$ cat src/rtl/scan_chain_engine.sv
// Scan chain driver: shifts an input word into one design, latches it, loads all outputs and reads one word back.
// Optional SCAN_CHANGE_DETECT_EN adds out_changed, pulsed with done when the captured word differs from the last one.
module scan_chain_engine #(
  parameter int NUM_DESIGNS = 8,
  parameter int IO_WIDTH    = 8,
  parameter int WS_WIDTH    = 8,
  parameter int SEL_W       = 9
) (
  input  logic                clk,
  input  logic                reset_n,
  input  logic                start,
  input  logic                continuous,
  input  logic [SEL_W-1:0]    active_select,
  input  logic [IO_WIDTH-1:0] in_data,
  input  logic [WS_WIDTH-1:0] ws_cfg,
  output logic                busy,
  output logic                done,
  output logic                sel_err,
  output logic [IO_WIDTH-1:0] out_data,
  output logic                scan_clk_out,
  output logic                scan_data_out,
  output logic                scan_select,
  output logic                scan_latch_en,
`ifdef SCAN_CHANGE_DETECT_EN
  output logic                out_changed,
`endif
  input  logic                scan_data_in
);

  localparam int BW = (IO_WIDTH > 1) ? $clog2(IO_WIDTH) : 1;
  localparam logic [BW-1:0]    BIT_LAST = BW'(IO_WIDTH - 1);
  localparam logic [SEL_W:0]   NUM_D    = (SEL_W + 1)'(NUM_DESIGNS);
  localparam logic [SEL_W-1:0] DES_LAST = SEL_W'(NUM_DESIGNS - 1);

  typedef enum logic [3:0] {
    ST_IDLE,
    ST_IN_LOAD,
    ST_IN_SHIFT_LO,
    ST_IN_SHIFT_HI,
    ST_IN_LATCH_WAIT,
    ST_IN_LATCH,
    ST_OUT_LOAD_PRE,
    ST_OUT_LOAD,
    ST_OUT_LOAD_POST,
    ST_OUT_LOAD_CLR,
    ST_OUT_SHIFT_LO,
    ST_OUT_SHIFT_HI,
    ST_OUT_CAP_WAIT,
    ST_OUT_CAP
  } state_t;

  state_t state, state_nxt;

  logic [SEL_W-1:0]    sel_q;
  logic [SEL_W-1:0]    des_cnt;
  logic [WS_WIDTH-1:0] ws_q;
  logic [WS_WIDTH-1:0] ws_cnt;
  logic [BW-1:0]       bit_cnt;
  logic [IO_WIDTH-1:0] in_sr;
  logic [IO_WIDTH-1:0] out_sr;
  logic                sel_bad;
  logic                ws_done;
  logic                word_last;
  logic                in_last;
  logic                out_last;
  logic                in_wait;

  assign sel_bad   = {1'b0, active_select} >= NUM_D;
  assign ws_done   = (ws_cnt == ws_q);
  assign word_last = (bit_cnt == BIT_LAST);
  // Input stops once design sel is filled; readout stops after the word of design sel arrives.
  assign in_last   = word_last && (des_cnt == sel_q);
  assign out_last  = word_last && (des_cnt == (DES_LAST - sel_q));
  assign in_wait   = state inside {ST_IN_LATCH_WAIT, ST_OUT_LOAD_PRE, ST_OUT_LOAD_POST,
                                   ST_OUT_LOAD_CLR, ST_OUT_CAP_WAIT};
  assign busy      = (state != ST_IDLE);

  always_ff @(posedge clk) begin
    if (!reset_n) state <= ST_IDLE;
    else          state <= state_nxt;
  end

  always_comb begin
    state_nxt = state;
    case (state)
      ST_IDLE:          if (start || continuous) state_nxt = ST_IN_LOAD;
      ST_IN_LOAD:       state_nxt = sel_bad ? ST_IDLE : ST_IN_SHIFT_LO;
      ST_IN_SHIFT_LO:   state_nxt = ST_IN_SHIFT_HI;
      ST_IN_SHIFT_HI:   state_nxt = in_last ? ST_IN_LATCH_WAIT : ST_IN_SHIFT_LO;
      ST_IN_LATCH_WAIT: if (ws_done) state_nxt = ST_IN_LATCH;
      ST_IN_LATCH:      state_nxt = ST_OUT_LOAD_PRE;
      ST_OUT_LOAD_PRE:  if (ws_done) state_nxt = ST_OUT_LOAD;
      ST_OUT_LOAD:      state_nxt = ST_OUT_LOAD_POST;
      ST_OUT_LOAD_POST: if (ws_done) state_nxt = ST_OUT_LOAD_CLR;
      ST_OUT_LOAD_CLR:  if (ws_done) state_nxt = ST_OUT_SHIFT_LO;
      ST_OUT_SHIFT_LO:  state_nxt = ST_OUT_SHIFT_HI;
      ST_OUT_SHIFT_HI:  state_nxt = out_last ? ST_OUT_CAP_WAIT : ST_OUT_SHIFT_LO;
      ST_OUT_CAP_WAIT:  if (ws_done) state_nxt = ST_OUT_CAP;
      ST_OUT_CAP:       state_nxt = ST_IDLE;
      default:          state_nxt = ST_IDLE;
    endcase
  end

  // Chain-facing outputs are decoded from the current state one cycle late, so they are glitch-free.
  always_ff @(posedge clk) begin
    if (!reset_n) begin
      sel_q         <= '0;
      des_cnt       <= '0;
      ws_q          <= '0;
      ws_cnt        <= '0;
      bit_cnt       <= '0;
      in_sr         <= '0;
      out_sr        <= '0;
      out_data      <= '0;
      done          <= 1'b0;
      sel_err       <= 1'b0;
      scan_clk_out  <= 1'b0;
      scan_data_out <= 1'b0;
      scan_select   <= 1'b0;
      scan_latch_en <= 1'b0;
`ifdef SCAN_CHANGE_DETECT_EN
      out_changed   <= 1'b0;
`endif
    end else begin
      ws_cnt        <= (in_wait && !ws_done) ? ws_cnt + 1'b1 : '0;
      done          <= (state == ST_OUT_CAP);
      sel_err       <= (state == ST_IN_LOAD) && sel_bad;
      scan_clk_out  <= state inside {ST_IN_SHIFT_HI, ST_OUT_LOAD, ST_OUT_SHIFT_HI};
      scan_select   <= state inside {ST_OUT_LOAD_PRE, ST_OUT_LOAD, ST_OUT_LOAD_POST};
      scan_latch_en <= (state == ST_IN_LATCH);
      scan_data_out <= (state inside {ST_IN_SHIFT_LO, ST_IN_SHIFT_HI}) ? in_sr[IO_WIDTH-1] : 1'b0;
`ifdef SCAN_CHANGE_DETECT_EN
      out_changed   <= 1'b0;
`endif
      case (state)
        ST_IN_LOAD: begin
          sel_q   <= active_select;
          ws_q    <= ws_cfg;
          in_sr   <= in_data;
          bit_cnt <= '0;
          des_cnt <= '0;
        end
        ST_IN_SHIFT_HI: begin
          in_sr   <= {in_sr[IO_WIDTH-2:0], 1'b0};
          bit_cnt <= word_last ? '0 : bit_cnt + 1'b1;
          if (word_last) des_cnt <= des_cnt + 1'b1;
        end
        ST_OUT_LOAD_CLR: begin
          bit_cnt <= '0;
          des_cnt <= '0;
        end
        ST_OUT_SHIFT_HI: begin
          out_sr  <= {out_sr[IO_WIDTH-2:0], scan_data_in};
          bit_cnt <= word_last ? '0 : bit_cnt + 1'b1;
          if (word_last) des_cnt <= des_cnt + 1'b1;
        end
        ST_OUT_CAP: begin
          out_data <= out_sr;
`ifdef SCAN_CHANGE_DETECT_EN
          out_changed <= (out_sr != out_data);
`endif
        end
        default: ;
      endcase
    end
  end

endmodule
$ cat config.mk
export PLATFORM = sky130hd
export DESIGN_NAME = scan_chain_engine
export DESIGN_NICKNAME = d
export VERILOG_FILES = /design/src/rtl/scan_chain_engine.sv
export SDC_FILE = /design/constraint.sdc
export NUM_CORES = 1
export LEC_CHECK = 0
export ABC_CLOCK_PERIOD_IN_PS = 4810
export CAP_MARGIN = 20
export CORE_MARGIN = 2
export CORE_UTILIZATION = 48
export CTS_BUF_LIST = sky130_fd_sc_hd__clkbuf_2
export CTS_CLUSTER_DIAMETER = 200
export DETAILED_ROUTE_END_ITERATION = 8
export MAX_ROUTING_LAYER = met4
export PLACE_DENSITY = 0.77
export SLEW_MARGIN = 20
export SYNTH_ARGS = -nofsm -noshare
export SYNTH_HDL_FRONTEND = slang
export SYNTH_SLANG_ARGS = --single-unit
$ cat constraint.sdc
create_clock -name clk -period 4.81 [get_ports clk]
set_input_delay 0.481 -clock clk [delete_from_list [all_inputs] [get_ports clk]]
set_output_delay 0.481 -clock clk [all_outputs]
set_load 0.02 [all_outputs]
==> flow_metrics.tcl, run 1 <==
set metrics [dict create \
    status "finished, final reports clean" \
    avgRoutedWirePerCell_um 12.69 \
    clk_pin_slew_ns 0.21 \
    crit_chain "nor2_1 -> nand2_1 -> clkdlybuf4s50_1" \
    drc_errors 0 \
    portBuffers 44 \
    ant_nets 0 \
    async_flop_share_pct 0 \
    worst_slack_ns 2.064 \
    dp_cells 502 \
    diodes 0 \
    postCtsSetupBuffers 0 \
    synth-seq-cells 71 \
    whs_ns 0.4670 \
    cts_buffers 9 \
    cts_resized 0 \
    slowest_stage "dfxtp_1" \
    antenna_found_initial 0 \
    grt_max_degree 31 \
    area_growth_pct 16.50 \
    stdcell_count 518 \
    design_area_sq_um 3826 \
    fin_crit_ns 2.746 \
    num_rows 30 \
    crit_buf_inv 1 \
    num_vias 2742 \
    seq_power_share_pct 57.7 \
    setup_viol 0 \
    ctsHoldBuffers 0 \
    grt_usage_pct 19.74 \
    synthTopCellsByArea "dfxtp_1 (43%), nand2_1 (10%), a21oi_1 (6.7%), xnor2_1 (4.8%), xor2_1 (4.0%)" \
    switching_share_pct 26.79 \
    clock_skew_ns 0.02912 \
    first_iter_violations 148 \
    critPathTopFamily "flip-flops" \
    dr.pass1.iters 4 \
    grt_pass1_vias 2580 \
    core_sq_um 6719 \
    leakagePower_uw 0.001341 \
    cts_tree "done" \
    place.gp.congestion 0.9149 \
    synth_area_leader_cell "dfxtp_1" \
    timing.slew.headroom_pct 29.99 \
    fin_tns_setup_ns 0 \
    syn_inst 399 \
    avgSynthCellArea_sq_um 8.232 \
    dp_slack_ns 2.414 \
    hold_path.class "reg2reg" \
    synth_edf_count 0 \
    start_util_pct 48.88 \
    synthTopCellsByCount "nand2_1 (88), dfxtp_1 (71), a21oi_1 (44)" \
    grt_first_pass_wirelength_um 11320 \
    cp-start-kind "register" \
    drive_above_1_share_pct 8.447 \
    die_area_sq_um 7520 \
    seq_area_frac_synth_pct 43.28 \
    max_freq_ghz 0.3642 \
    p_comb_share_pct 11.2 \
    cp_data_required_time_ns 4.33 \
    nFillCells 607 \
    ios 45 \
    yosysMostFrequentCell "nand2_1" \
    htreeDepth 3 \
    rsz0062_at_grt "false" \
    yosysWarnings 0 \
    internal_power_uw 784.4 \
    synthesis.nets 434 \
    slew_violations 0 \
    place_area_sq_um 3715 \
    clkSinkCount 71 \
    hpwl_um 4783 \
    clk_latency_ns 0.52 \
    drv_cap 0 \
    via_per_inst 5.293 \
    slowest_delay_ns 0.87 \
    fp.dieW_um 86.72 \
    synth_cell_types 47 \
    overflow 0 \
    cts_root_buffer "clkbuf_2" \
    p_per_area_nw_per_um2 280.0 \
    ir_drop_mv 0.1354 \
    synth_area_sq_um 3284 \
    cp.arrival_ns 2.26 \
    critPathKind "reg2out" \
    power_frac_clock_pct 31.1 \
    fin_nets 468 \
    end_kind "output port" \
    worstMarginPinSlew_ns 1.045 \
    period_share_pct 57.09 \
    routed_wl_um 6575 \
    cts_buffer_depth 2 \
    switchingPower_uw 287.0 \
    crit_fanout 20 \
    hold_viol 0 \
    synth.top_cell.area_share_pct 43.28 \
    synth_ff_type "dfxtp_1" \
    die_h_um 86.72 \
]
[through the flow]
stage | utilization (%) | power, uW
2_1_floorplan | - | 708.6
3_3_place_gp | 55.29 | 747.3
3_5_place_dp | 55.29 | 750.6
4_1_cts | 56.95 | 1078
5_1_grt | 56.95 | 1120
6_report | 56.95 | 1071
[worst register-to-register path, stage by stage, from the launching register on]
cell     delay [ns]
dfxtp_1        0.60
inv_2          0.20
nand2_1        0.12
nor3_2         0.81
nand2_1        0.17
a21oi_1        0.15
[placed cells by master, fill, tap and decap left out, drive strengths merged, types with 2 or more instances in the layout]
master         count
a22oi              2
and3               4
nor4               5
xnor2             18
mux2i              7
and2               3
clkinv             6
xor2              15
nor2              42
a21boi             2
inv                7
nand3             13
nand4              6
a21oi             44
clkbuf            10
a211oi             7
nand2             88
o22ai              2
nand2b             2
ha                 5
nor2b              2
or3                3
nor3               6
clkdlybuf4s50     44
dfxtp             71
o21ai             10
[routing by layer]
layer,track usage (%),vias to the layer above,share of wire [%]
li1,-,1416,-
met1,23.66,1259,46
met2,31.26,58,48
met3,5.714,9,4.6
met4,7.955,0,1.8
met5,-,-,0
[cell families (layout without fill, tap and decap cells)]
group	after synthesis	after routing	share of synthesized area, %
buf+inv	30	69	4.495
flops	71	71	43.28
fa+ha+maj	5	5	1.905
mux	7	7	2.133
compound gates	74	74	12.95
xor+xnor	33	33	8.800
simple gates	179	179	26.44
[worst paths after layout]
kind	startpoint	to	depth (start not counted)	slack (ns)
worst max-delay path	state[1]$_SDFFE_PN0P_	busy	3	2.06
worst min-delay path	out_data[4]$_SDFFE_PN0P_	out_data[4]$_SDFFE_PN0P_	2	0.47
worst max register to register	state[1]$_SDFFE_PN0P_	sel_q[5]$_SDFFE_PN0P_	5	2.70
worst min register to register	out_data[4]$_SDFFE_PN0P_	out_data[4]$_SDFFE_PN0P_	2	0.47
[layout make-up]
class	instances	area (sq um)	area share, %
sequential	71	1421	37.15
clock inverter	6	61.31	1.602
inverter	8	30.03	0.7848
timing repair buffer	45	447.9	11.71
multi-input combinational	298	1715	44.83
tap	80	100.1	2.616
clock buffer	10	50.05	1.308
[state kept, by name, indices dropped and copies added (netlist names)]
register / count
sel_q: 9
state: 4
scan_clk_out: 1
in_sr: 8
out_sr: 8
ws_q: 8
des_cnt: 9
scan_select: 1
scan_latch_en: 1
scan_data_out: 1
done: 1
ws_cnt: 8
bit_cnt: 3
sel_err: 1
out_data: 8
[power groups by stage]
stage / Sequential (uW) / Combinational [uW] / Clock (uW)
after floorplan: 626 / 82.4 / 0
after global placement: 630 / 117 / 0
after detailed placement: 630 / 120 / 0
after CTS: 618 / 121 / 339
after global routing: 621 / 134 / 365
final: 619 / 120 / 333
No activity file was read; power rests on OpenSTA's default activity.
==> run 2: changes to the inputs <==
--- a/config.mk
+++ b/config.mk
@@ -5,7 +5,7 @@
 export SDC_FILE = /design/constraint.sdc
 export NUM_CORES = 1
 export LEC_CHECK = 0
-export ABC_CLOCK_PERIOD_IN_PS = 4810
+export ABC_CLOCK_PERIOD_IN_PS = 2400
 export CAP_MARGIN = 20
 export CORE_MARGIN = 2
 export CORE_UTILIZATION = 48
@@ -13,7 +13,7 @@
 export CTS_CLUSTER_DIAMETER = 200
 export DETAILED_ROUTE_END_ITERATION = 8
 export MAX_ROUTING_LAYER = met4
-export PLACE_DENSITY = 0.77
+export PLACE_DENSITY = 0.8
 export SLEW_MARGIN = 20
 export SYNTH_ARGS = -nofsm -noshare
 export SYNTH_HDL_FRONTEND = slang
==> constraint.sdc (replaced) <==
create_clock -name clk -period 2.4 [get_ports clk]
set_input_delay 0.24 -clock clk [delete_from_list [all_inputs] [get_ports clk]]
set_output_delay 0.24 -clock clk [all_outputs]
set_load 0.02 [all_outputs]
==> run 2 against run 1 <==
Via count grew 2.8%. Power grew 120%. Combinational power up 100%. Register-to-register slack lost 2.2 ns. Global-route usage shrank 0.37 points. Utilization increased by 1.3 points. Critical path type unchanged. Largest cell class unchanged. Largest power group unchanged.
==> flow_metrics.tcl, run 2 (synthesis gave the netlist of run 1 again) <==
set metrics [dict create \
    status "finished, final reports clean" \
    cts_root_buffer "clkbuf_2" \
    timing.slew.headroom_pct 30.60 \
    clk_latency_ns 0.52 \
    worstHoldStart "ws_cfg[4]" \
    place.gp.congestion 0.8729 \
    grt_pass1_vias 2603 \
    leakagePower_uw 0.001384 \
    fin_crit_ns 2.224 \
    grt_first_pass_wirelength_um 11220 \
    cp.arrival_ns 1.98 \
    layout.cells.most_common_list "nand2_1 (88), dfxtp_1 (68), a21oi_1 (44), clkdlybuf4s50_1 (44), nor2_1 (32)" \
    htreeDepth 3 \
    area_growth_pct 19.16 \
    place_area_sq_um 3737 \
    dr.pass1.iters 5 \
    crit_chain "nor2_1 -> nand2_1 -> clkdlybuf4s50_1" \
    clock_skew_ns 0.03108 \
    nFillCells 608 \
    fin_nets 471 \
    cp-start-kind "register" \
    fp.dieW_um 86.72 \
    critPathLaunch "state[3]$_SDFFE_PN0P_" \
    clk_pin_slew_ns 0.22 \
    cts_buffers 9 \
    first_iter_violations 166 \
    p_per_area_nw_per_um2 615.4 \
    reg2reg_from "state[1]$_SDFFE_PN0P_" \
    avgRoutedWirePerCell_um 12.67 \
    layout_commonest_cell "nand2_1" \
    max_freq_ghz 0.4496 \
    slowest_stage "clkdlybuf4s50_1" \
    hold_viol 0 \
    clkSinkCount 71 \
    design_area_sq_um 3914 \
    postCtsSetupBuffers 0 \
    ir_drop_mv 0.3438 \
    ant_nets 0 \
    grt_max_degree 19 \
    crit_buf_inv 1 \
    via_per_inst 5.413 \
    worstMarginPinSlew_ns 1.035 \
    drive_above_1_share_pct 9.977 \
    num_vias 2820 \
    drc_errors 0 \
    hpwl_um 4871 \
    overflow 0 \
    cp_data_required_time_ns 2.16 \
    portBuffers 44 \
    setup_viol 0 \
    die_area_sq_um 7520 \
    ios 45 \
    rsz0062_at_grt "false" \
    routed_wl_um 6600 \
    cts_buffer_depth 2 \
    critPathTopFamily "buffers and inverters" \
    top_regs "des_cnt (9), sel_q (9)" \
    hold_path.class "in2reg" \
    core_sq_um 6719 \
    die_h_um 86.72 \
    grt_usage_pct 19.38 \
    critPathKind "reg2out" \
    fin_tns_setup_ns 0 \
    end_kind "output port" \
    crit_fanout 14 \
    antenna_found_initial 0 \
    num_rows 30 \
    diodes 0 \
    drv_cap 0 \
    start_util_pct 48.88 \
    period_share_pct 92.68 \
    slew_violations 0 \
    slowest_delay_ns 0.55 \
    cts_tree "done" \
    ctsHoldBuffers 0 \
]
## run 2: timing repair
action                     CTS  global route
hold endpoints to repair     0             0
setup endpoints to repair    1             1
cloned                       0             0
gates resized for setup      1             2
## run 2: area by class of cell
| cell class | instances | area [sq um] | share of cell area, % |
|---|---|---|---|
| inverters | 8 | 30.03 | 0.7673 |
| repair buffers | 48 | 470.5 | 12.02 |
| flip-flops and latches | 71 | 1425 | 36.41 |
| clock inverters | 7 | 127.6 | 3.261 |
| multi-input cells | 298 | 1715 | 43.83 |
| well taps | 80 | 100.1 | 2.558 |
| clock buffers | 9 | 45.04 | 1.151 |
## run 2: final timing paths
check                           slack, ns  cells past startpoint                endpoint
worst max-delay path                 0.18                      3                    busy
worst min-delay path                 0.24                      3    ws_q[4]$_SDFFE_PN0P_
worst max register to register       0.49                      5   sel_q[0]$_SDFFE_PN0P_
worst min register to register       0.46                      2  out_sr[1]$_SDFFE_PN0P_
## run 2: tightest hold or removal path: stages
cell             delay, ns
clkdlybuf4s50_1       0.39
nand2_1               0.06
a21oi_1               0.05
## run 2: stage by stage
stage | cells | power [uW] | hold slack (ns) | util, % | worst slack (ns)
global placement | 505 | 1499 | 0.4422 | 55.62 | 0.4682
CTS | 521 | 2423 | 0.2109 | 58.21 | 0.03283
floorplan | 399 | 1420 | 0.3760 | - | 0.7864
finish | 521 | 2408 | 0.2356 | 58.25 | 0.1756
detailed placement | 505 | 1506 | 0.4470 | 55.62 | 0.4027
global route | 521 | 2516 | 0.1972 | 58.25 | 0.06957
## run 2: per-layer routing
layer	vias to the layer above	part of all wire [%]	GRT usage [%]
li1	1430	-	-
met1	1292	42	22.64
met2	81	49	30.21
met3	17	5.7	6.190
met4	0	2.7	9.233
met5	-	0	-
## run 2: report_power, final
group | total, uW | leakage (uW) | internal [uW] | switching, uW
Clock | 925 | 0.0000990 | 466 | 459
Sequential | 1240 | 0.000578 | 1210 | 28.2
Combinational | 242 | 0.000707 | 120 | 122
